==> src/rtl/cordic_pkg.sv <==
// Shared constants, types and the arctangent table for the CORDIC vectoring engine.
// All angles and magnitudes are Q4.23; the internal x/y datapath widens to Q6.23.
package cordic_pkg;

  localparam int unsigned W      = 27;  // external word width
  localparam int unsigned F      = 23;  // fraction bits
  localparam int unsigned Q      = W - F;
  localparam int unsigned IW     = 29;  // internal x/y width
  localparam int unsigned ITER   = 20;
  localparam int unsigned PER_CY = 2;
  localparam int unsigned NCY    = ITER / PER_CY;
  localparam int unsigned CntW   = 4;

  typedef logic signed [W-1:0]  q_t;
  typedef logic signed [IW-1:0] iq_t;

  localparam q_t PI       = 27'sh1921FB5;
  localparam q_t PI_2     = PI >>> 1;
  localparam q_t CORDIC_K = 27'sh04DBA77;

  typedef enum logic [1:0] {StIdle, StBusy, StComp, StDone} state_e;

  // atan(2^-i) in Q4.23; beyond i=9 the angle equals 2^-i to well under one LSB.
  function automatic q_t atan_lut(input logic [4:0] i);
    q_t a;
    unique case (i)
      5'd0:    a = 27'sh06487ED;
      5'd1:    a = 27'sh03B58CE;
      5'd2:    a = 27'sh01F5B76;
      5'd3:    a = 27'sh00FEADD;
      5'd4:    a = 27'sh007FD57;
      5'd5:    a = 27'sh003FFAB;
      5'd6:    a = 27'sh001FFF5;
      5'd7:    a = 27'sh000FFFF;
      5'd8:    a = 27'sh0008000;
      5'd9:    a = 27'sh0004000;
      5'd10:   a = 27'sh0002000;
      5'd11:   a = 27'sh0001000;
      5'd12:   a = 27'sh0000800;
      5'd13:   a = 27'sh0000400;
      5'd14:   a = 27'sh0000200;
      5'd15:   a = 27'sh0000100;
      5'd16:   a = 27'sh0000080;
      5'd17:   a = 27'sh0000040;
      5'd18:   a = 27'sh0000020;
      5'd19:   a = 27'sh0000010;
      default: a = '0;
    endcase
    return a;
  endfunction

endpackage

==> src/rtl/cordic_vec_chain.sv <==
// Combinational chain of PerCy vectoring micro-rotations starting at stage base_i.
// Each stage drives y toward zero and accumulates the rotated angle in z.
module cordic_vec_chain
  import cordic_pkg::*;
#(
  parameter int unsigned PerCy = PER_CY
) (
  input  logic signed [IW-1:0] x_i,
  input  logic signed [IW-1:0] y_i,
  input  logic signed [W-1:0]  z_i,
  input  logic        [4:0]    base_i,
  output logic signed [IW-1:0] x_o,
  output logic signed [IW-1:0] y_o,
  output logic signed [W-1:0]  z_o
);

  logic signed [IW-1:0] x, y;
  logic signed [W-1:0]  z;
  logic        [4:0]    idx;

  always_comb begin
    x   = x_i;
    y   = y_i;
    z   = z_i;
    idx = base_i;
    for (int k = 0; k < int'(PerCy); k++) begin
      idx = base_i + 5'(k);
      // Both updates must see the pre-update x and y.
      if (!y[IW-1]) begin
        {x, y} = {x + (y >>> idx), y - (x >>> idx)};
        z      = z + atan_lut(idx);
      end else begin
        {x, y} = {x - (y >>> idx), y + (x >>> idx)};
        z      = z - atan_lut(idx);
      end
    end
    x_o = x;
    y_o = y;
    z_o = z;
  end

endmodule

==> src/rtl/cordic_vector.sv <==
// Iterative CORDIC vectoring engine: (x, y) -> (atan2(y, x), |(x, y)|) in Q4.23.
// Holds the handshake FSM, quadrant pre-rotation, zero-input flag and gain compensation.
module cordic_vector
  import cordic_pkg::*;
(
  input  logic                clk,
  input  logic                rst_n,
  input  logic                clk_en,
  input  logic                start,
  input  logic signed [W-1:0] x_i,
  input  logic signed [W-1:0] y_i,
  output logic signed [W-1:0] angle_o,
  output logic signed [W-1:0] mag_o,
  output logic                busy,
  output logic                done
);

  localparam logic signed [IW+W-1:0] MagMax = (IW+W)'(27'h3FFFFFF);

  state_e               state_q, state_d;
  logic    [CntW-1:0]   cnt_q, cnt_d;
  logic signed [IW-1:0] x_q, x_d, y_q, y_d;
  logic signed [W-1:0]  z_q, z_d;
  logic signed [W-1:0]  angle_q, angle_d, mag_q, mag_d;
  logic                 done_q, done_d;
  logic                 zero_q, zero_d;

  logic signed [IW-1:0] xe, ye, cx, cy;
  logic signed [W-1:0]  cz, mag_sat;
  logic        [4:0]    base;
  logic signed [IW+W-1:0] prod, prod_sh;

  assign xe   = {{(IW-W){x_i[W-1]}}, x_i};
  assign ye   = {{(IW-W){y_i[W-1]}}, y_i};
  assign base = 5'(cnt_q) * 5'(PER_CY);

  cordic_vec_chain #(
    .PerCy(PER_CY)
  ) u_chain (
    .x_i   (x_q),
    .y_i   (y_q),
    .z_i   (z_q),
    .base_i(base),
    .x_o   (cx),
    .y_o   (cy),
    .z_o   (cz)
  );

  assign prod    = x_q * CORDIC_K;
  assign prod_sh = prod >>> F;

  always_comb begin
    mag_sat = prod_sh[W-1:0];
    if (prod_sh > MagMax) begin
      mag_sat = 27'h3FFFFFF;
    end else if (prod_sh[IW+W-1]) begin
      mag_sat = '0;
    end
  end

  always_comb begin
    state_d = state_q;
    cnt_d   = cnt_q;
    x_d     = x_q;
    y_d     = y_q;
    z_d     = z_q;
    angle_d = angle_q;
    mag_d   = mag_q;
    done_d  = done_q;
    zero_d  = zero_q;
    unique case (state_q)
      StIdle: begin
        done_d = 1'b0;
        if (start) begin
          cnt_d   = '0;
          zero_d  = (x_i == '0) && (y_i == '0);
          state_d = StBusy;
          // Fold the left half-plane into the right so the chain converges.
          if (!xe[IW-1]) begin
            x_d = xe;
            y_d = ye;
            z_d = '0;
          end else if (!ye[IW-1]) begin
            x_d = ye;
            y_d = -xe;
            z_d = PI_2;
          end else begin
            x_d = -ye;
            y_d = xe;
            z_d = -PI_2;
          end
        end
      end
      StBusy: begin
        x_d   = cx;
        y_d   = cy;
        z_d   = cz;
        cnt_d = cnt_q + 1'b1;
        if (cnt_q == CntW'(NCY - 1)) begin
          state_d = StComp;
        end
      end
      StComp: begin
        angle_d = zero_q ? '0 : z_q;
        mag_d   = zero_q ? '0 : mag_sat;
        done_d  = 1'b1;
        state_d = StDone;
      end
      StDone: begin
        done_d  = 1'b0;
        state_d = StIdle;
      end
      default: state_d = StIdle;
    endcase
  end

  always_ff @(posedge clk or negedge rst_n) begin
    if (!rst_n) begin
      state_q <= StIdle;
      cnt_q   <= '0;
      x_q     <= '0;
      y_q     <= '0;
      z_q     <= '0;
      angle_q <= '0;
      mag_q   <= '0;
      done_q  <= 1'b0;
      zero_q  <= 1'b0;
    end else if (clk_en) begin
      state_q <= state_d;
      cnt_q   <= cnt_d;
      x_q     <= x_d;
      y_q     <= y_d;
      z_q     <= z_d;
      angle_q <= angle_d;
      mag_q   <= mag_d;
      done_q  <= done_d;
      zero_q  <= zero_d;
    end
  end

  assign angle_o = angle_q;
  assign mag_o   = mag_q;
  assign done    = done_q;
  assign busy    = (state_q != StIdle);

endmodule

==> config.mk <==
export PLATFORM = sky130hd
export DESIGN_NAME = cordic_vector
export DESIGN_NICKNAME = d
export VERILOG_FILES = /design/src/rtl/cordic_pkg.sv /design/src/rtl/cordic_vec_chain.sv /design/src/rtl/cordic_vector.sv
export SDC_FILE = /design/constraint.sdc
export NUM_CORES = 2
export LEC_CHECK = 0
export ABC_AREA = 1
export ABC_CLOCK_PERIOD_IN_PS = 11000
export BUFFER_PORTS_ARGS = -buffer_cell sky130_fd_sc_hd__buf_2
export CAP_MARGIN = 40
export CORE_MARGIN = 2
export CORE_UTILIZATION = 60
export DETAILED_ROUTE_END_ITERATION = 16
export PLACE_DENSITY_LB_ADDON = 0.08
export SLEW_MARGIN = 0
export SYNTH_ARGS = -nofsm -noshare
export SYNTH_HDL_FRONTEND = slang
export SYNTH_SLANG_ARGS = --single-unit
==> constraint.sdc <==
create_clock -name clk -period 11 [get_ports clk]
set_clock_uncertainty 0.05 [all_clocks]
set_input_delay 0.55 -clock clk [delete_from_list [all_inputs] [get_ports clk]]
set_output_delay 0.55 -clock clk [all_outputs]
set_load 0.03 [all_outputs]
### Word-level counts from Yosys, hierarchy flattened

Memory sizes are Yosys's and may differ from the RTL's.
Index checks and enable logic that the tools add are counted.
Widths: inputs -> output; s select.

* add/subtract/negate cells: 16
* multiply operators: 1
* $lt $le $gt $ge: 1
* equal/unequal tests: 6
* shifts and indexed selects: 4
* multiplexer cells: 32
* reductions and logical operators: 13

Operator list (number)
* $mux 27: 13
* $mux 29: 10
* $add 29x29->29: 4
* $pmux 29 s2: 2
* $sshr 29x5->29: 4
* $sub 29x29->29: 4
* $neg 27->29: 2
* $add 27x27->27: 2
* $logic_not 27->1: 2
* $pmux 27 s2: 1
* $sub 27x27->27: 2
* $mul 29x24->53 const B: 1
* $gt 30x27->1 const B: 1
* $reduce_and 3->1: 3
* $pmux 2 s4: 1
* $pmux 4 s2: 1
* $reduce_bool 2->1: 3
* $add 5x1->5 const B: 1
* $add 4x1->4 const B: 1
* $eq 2x2->1 const B: 2
* $eq 4x4->1 const B: 1
* $mux 2: 2
* $mux 4: 1
* $ne 2x2->1 const B: 2
* other kinds (6): 7

* register bits: 147
* bits in read-only memories: 2944
* bits of input ports: 58
* output and inout port bits: 56
* logic and storage cells: 86
* memories: 4

Memory list
* (name not given): depth 32, width 23, rd ports 1, clocked after memory_dff 0, wr ports 0, line cordic_pkg.sv:26 `unique case (i)`
* (name not given): depth 32, width 23, rd ports 1, clocked after memory_dff 0, wr ports 0, line cordic_pkg.sv:26
* (name not given): depth 32, width 23, rd ports 1, clocked after memory_dff 0, wr ports 0, line cordic_pkg.sv:26
* (name not given): depth 32, width 23, rd ports 1, clocked after memory_dff 0, wr ports 0, line cordic_pkg.sv:26

### Depth between registers and ports, before layout

* word-level depth: 7
* depth in mapped cells: 68
* depth with buffers taken out: 67

### By module

A second synthesis with hierarchy kept.

* cells, all modules: 6423
* area total of the unflattened synthesis: 42468.2 um^2

Modules (own cells, without submodules)
* cordic_vector: instances 1, cells an instance 3016, area an instance 24444.7 um^2, seq. area each 3678.5 um^2
* cordic_vec_chain: instances 1, cells an instance 3407, area an instance 18023.5 um^2, seq. area each 0.0 um^2

### Worst setup path after synthesis

OpenSTA, ideal clock, no wires.

* path kind: register to register
* from: register x_q[28]
* to: register x_q[27]
* library setup time: 0.131 ns
* data arrival time: 8.731 ns
* required time: 10.819 ns
* slack: 2.088 ns
* cell stages (with the launch flop): 62
* path through: dfrtp_1 -> nand2_1 -> inv_1 -> nor2_1 -> nand2_1 -> o21ai_0 -> or2_2 -> nand2_1 -> inv_1 -> ha_1 -> nor3b_2 -> nand2_1 -> nor2_2 -> nand2_1 -> nor3_1 -> or2_2 -> xor2_1 -> inv_1 -> [... 26 more ...] -> nand2_1 -> nand2_1 -> a21oi_1 -> o21ai_0 -> inv_1 -> o21ai_0 -> inv_1 -> o21ai_0 -> inv_1 -> o21ai_0 -> inv_1 -> o21ai_0 -> and2_1 -> nor2_1 -> nor2_1 -> nor2_1 -> xor2_1 -> o22ai_1

* longest elaborated chain between the ends: 7

RTL lines
* start, declared: line cordic_vector.sv:22 `logic signed [IW-1:0] x_q, x_d, y_q, y_d;`
* start signal, assigned: line cordic_vector.sv:121 `x_q <= '0;`
* start signal, assigned: line cordic_vector.sv:131 `x_q <= x_d;`
* $sshr 29x5->29 (*): line cordic_vec_chain.sv:30, cordic_vec_chain.sv:33
* $sub 29x29->29 / $add 29x29->29 (equally long branches): line cordic_vec_chain.sv:30, cordic_vec_chain.sv:33
* $mux 29 (*): line cordic_vec_chain.sv:29 `if (!y[IW-1]) begin`
* $sshr 29x5->29: line cordic_vec_chain.sv:30, cordic_vec_chain.sv:33
* $add 29x29->29 / $sub 29x29->29 (equally long branches): line cordic_vec_chain.sv:30, cordic_vec_chain.sv:33
* $mux 29 (*): line cordic_vec_chain.sv:29
* $pmux 29 s2 (*): line cordic_vector.sv:71 `unique case (state_q)`

Every way passes the cells marked *; elsewhere a longest branch is shown, timed or not.
A chain may end at the register's enable or synchronous reset.

### Final worst setup path

* from: register cnt_q[0]
* to: register y_q[27]

* longest elaborated chain between the ends: 7

RTL lines
* start, declared: line cordic_vector.sv:21 `logic [CntW-1:0] cnt_q, cnt_d;`
* start signal, assigned: line cordic_vector.sv:130 `cnt_q <= cnt_d;`
* $sshr 29x5->29: line cordic_vec_chain.sv:30, cordic_vec_chain.sv:33
* $add 29x29->29 / $sub 29x29->29 (equally long branches): line cordic_vec_chain.sv:30, cordic_vec_chain.sv:33
* $mux 29: line cordic_vec_chain.sv:29
* $sshr 29x5->29: line cordic_vec_chain.sv:30, cordic_vec_chain.sv:33
* $sub 29x29->29 / $add 29x29->29 (equally long branches): line cordic_vec_chain.sv:30, cordic_vec_chain.sv:33
* $mux 29 (*): line cordic_vec_chain.sv:29
* $pmux 29 s2 (*): line cordic_vector.sv:71
* end signal, assigned: line cordic_vector.sv:132 `y_q <= y_d;`
* end, declared: line cordic_vector.sv:22

Marked as above.

==> qor.yml <==
status: "finished, final reports clean"
wl_um: 141500
rsz0062_at_grt: "yes"
syn_to_final_growth_pct: 6.330
cp_num_buf_inv: 9
drive_gt1_share_pct: 6.951
cp-end-kind: "flip-flop"
reg2reg_from: "cnt_q[0]$_DFFE_PN0P_"
finalSetupViolCount: 0
gp_congestion: 1.115
synth_fp_nets: 6239
io_buffers: 113
maxSlewViolCount: 0
die_h_um: 254.8
rr_endpoint: "y_q[27]$_DFFE_PN0P_"
post_cts_buffers: 0
ant_nets: 0
layout_common_cells: "1,102 x nand2_1, 944 x inv_1, 442 x ha_1, 381 x fa_1, 361 x a21oi_1"
die_x_um: 254.8
grt_remaining_overflow: 0
dpl.hpwl_um: 116000
path_max_fanout: 21
cts_buffer_depth: 2
min_path_type: "input pin to flip-flop"
firstDrtPassIters: 8
cp_common_cell: "nand2_1"
synth_area_mm2: 0.03773
vias: 38088
cts_root_buf: "clkbuf_16"
ys.flop_type: "dfrtp_1"
antenna_found_initial: 11
synth-seq-cells: 147
max-cap-violations: 0
htreeDepth: 4
drc: 0
synth.distinct_cells: 70
hold_violations: 0
finalCritPeriodShare_pct: 93.82
clock_latency_ns: 0.53
fin_cells: 6285
slowest_delay_ns: 0.59
worst_pin_slew_ns: 1.062
finalCriticalPeriod_ns: 10.32
wl_per_cell_um: 22.52
grt_util_all_layers_pct: 43.72
slew_headroom_pct: 29.20
row_count: 91
clock_sinks: 147
hold_start: "y_i[24]"
tns_ns: 0
synth_warnings: 0
cp.required_ns: 11.33
holdPathEnd: "zero_q$_DFFE_PN0P_"
clk_pin_slew_worst_paths_ns: 0.09
placed_cells: 6241
cp_slowest_cell: "dfrtp_4"
worstRegToRegCells: 61
synth_edf_count: 0
numCtsBuffers: 17
worstPathArrival_ns: 10.65
via_per_inst: 6.060
grt_pass1_wl_um: 212100
critical_path_class: "flip-flop to flip-flop"
rrSetupSlack_ns: 0.68
final_nets: 6307
fmax_mhz: 96.89
ys_async_sr_fraction_pct: 100.0
initial_utilization_pct: 60.92
cts_tree: "built"
grt_pass1_vias: 35727
ioPinCount: 114
synthCells: 5357
yosysSeqAreaShare_pct: 9.749
grt_start_max_net_pins: 88
coreArea_mm2: 0.06194
cp_top_family: "simple AND/OR/NAND/NOR gates"
synth.avg_cell_area_um2: 7.043
final_common_cell: "nand2_1"
die_area_mm2: 0.06491
hold_depth: 4
drt_iter0_drc: 4566
critPathLaunchType: "flip-flop"
worst max-delay path by stage:
| stage | slack (ns) | cells after the start | from | endpoint |
|---|---|---|---|---|
| 2_1_floorplan | 2.09 | 61 | x_q[28]$_DFFE_PN0P_ | x_q[27]$_DFFE_PN0P_ |
| 3_3_place_gp | 0.24 | 61 | cnt_q[0]$_DFFE_PN0P_ | y_q[27]$_DFFE_PN0P_ |
| 3_5_place_dp | 0.21 | 61 | cnt_q[0]$_DFFE_PN0P_ | y_q[27]$_DFFE_PN0P_ |
| 4_1_cts | 0.12 | 61 | cnt_q[0]$_DFFE_PN0P_ | y_q[27]$_DFFE_PN0P_ |
| 5_1_grt | -0.001 | 62 | cnt_q[0]$_DFFE_PN0P_ | z_q[25]$_DFFE_PN0P_ |
| 6_report | 0.68 | 61 | cnt_q[0]$_DFFE_PN0P_ | y_q[27]$_DFFE_PN0P_ |
worst reg2reg max path: cells and delay by family (launching register included):
kind / cells / cell delay [ns]
xor gates and xnor gates: 3 / 0.70
AOI/OAI and AO/OA: 12 / 2.23
DFF: 1 / 0.59
buffers and inverters: 9 / 0.99
and+or+nand+nor: 34 / 4.72
adders and majority gates: 3 / 0.92
synth_stat cells (all sizes together), types with 73 or more instances:
cell	n	area (um^2)
inv	959	3602
clkbuf	84	315.3
nand3	286	1446
o21ai	373	1882
buf	77	432.9
ha	443	5543
dfrtp	147	3679
nor2	370	1431
a31oi	73	456.7
fa	381	7627
a21oi	368	1872
xor2	147	1287
xnor2	84	735.7
nand2	1124	4294
per-stage QoR:
step | instance area [um^2] | worst slack [ns] | util, % | hold WS, ns
global placement | 39310 | 0.2401 | 63.47 | 0.4071
global route | 40110 | -0.001135 | 64.75 | 0.3576
finish | 40120 | 0.6794 | 64.77 | 0.3563
CTS | 40030 | 0.1231 | 64.62 | 0.3211
floorplan | 37730 | 2.088 | - | 0.2044
detailed placement | 39390 | 0.2128 | 63.60 | 0.4114
metal layers:
layer  GRT usage [%]  part of all wire (%)  up-vias
met5               0                 0.049        -
met4           23.24                   6.0        6
met3           10.02                    11      410
met2           65.61                    43     2136
met1           58.69                    40    18010
li1                -                     -    17526
repair_timing:
item	in CTS	in global routing
hold buffers	1	0
endpoints found under the setup margin	0	14
gates resized for setup	0	22
hold endpoints to repair	9	0
state kept, by name, indices dropped and copies added, names as in the netlist:
| signal | count |
|---|---|
| state_q | 2 |
| angle_o | 27 |
| done | 1 |
| cnt_q | 4 |
| y_q | 29 |
| x_q | 29 |
| mag_o | 27 |
| zero_q | 1 |
| z_q | 27 |
cells by family after synthesis:
logic type,count (synthesis),share of synthesized area (%)
muxes,8,0.2156
and+or+nand+nor,1975,22.16
buffers and inverters,1125,11.58
adders and majority gates,824,34.91
xor gates and xnor gates,232,5.422
DFF,147,9.749
AOI/OAI and AO/OA,1046,15.97
cell type report:
class                      instances  area [um^2]
sequential                       147         3686
inverter                         964         3628
timing repair buffer             210         1359
tap                              837         1047
clock buffer                      17        425.4
fill                            5687        21820
clock inverter                    15        198.9
multi-input combinational       4085        29750
antenna                           10        25.02
Power is not shown: default switching activity piles up to over one toggle a cycle in this logic, so the estimate is an artifact.
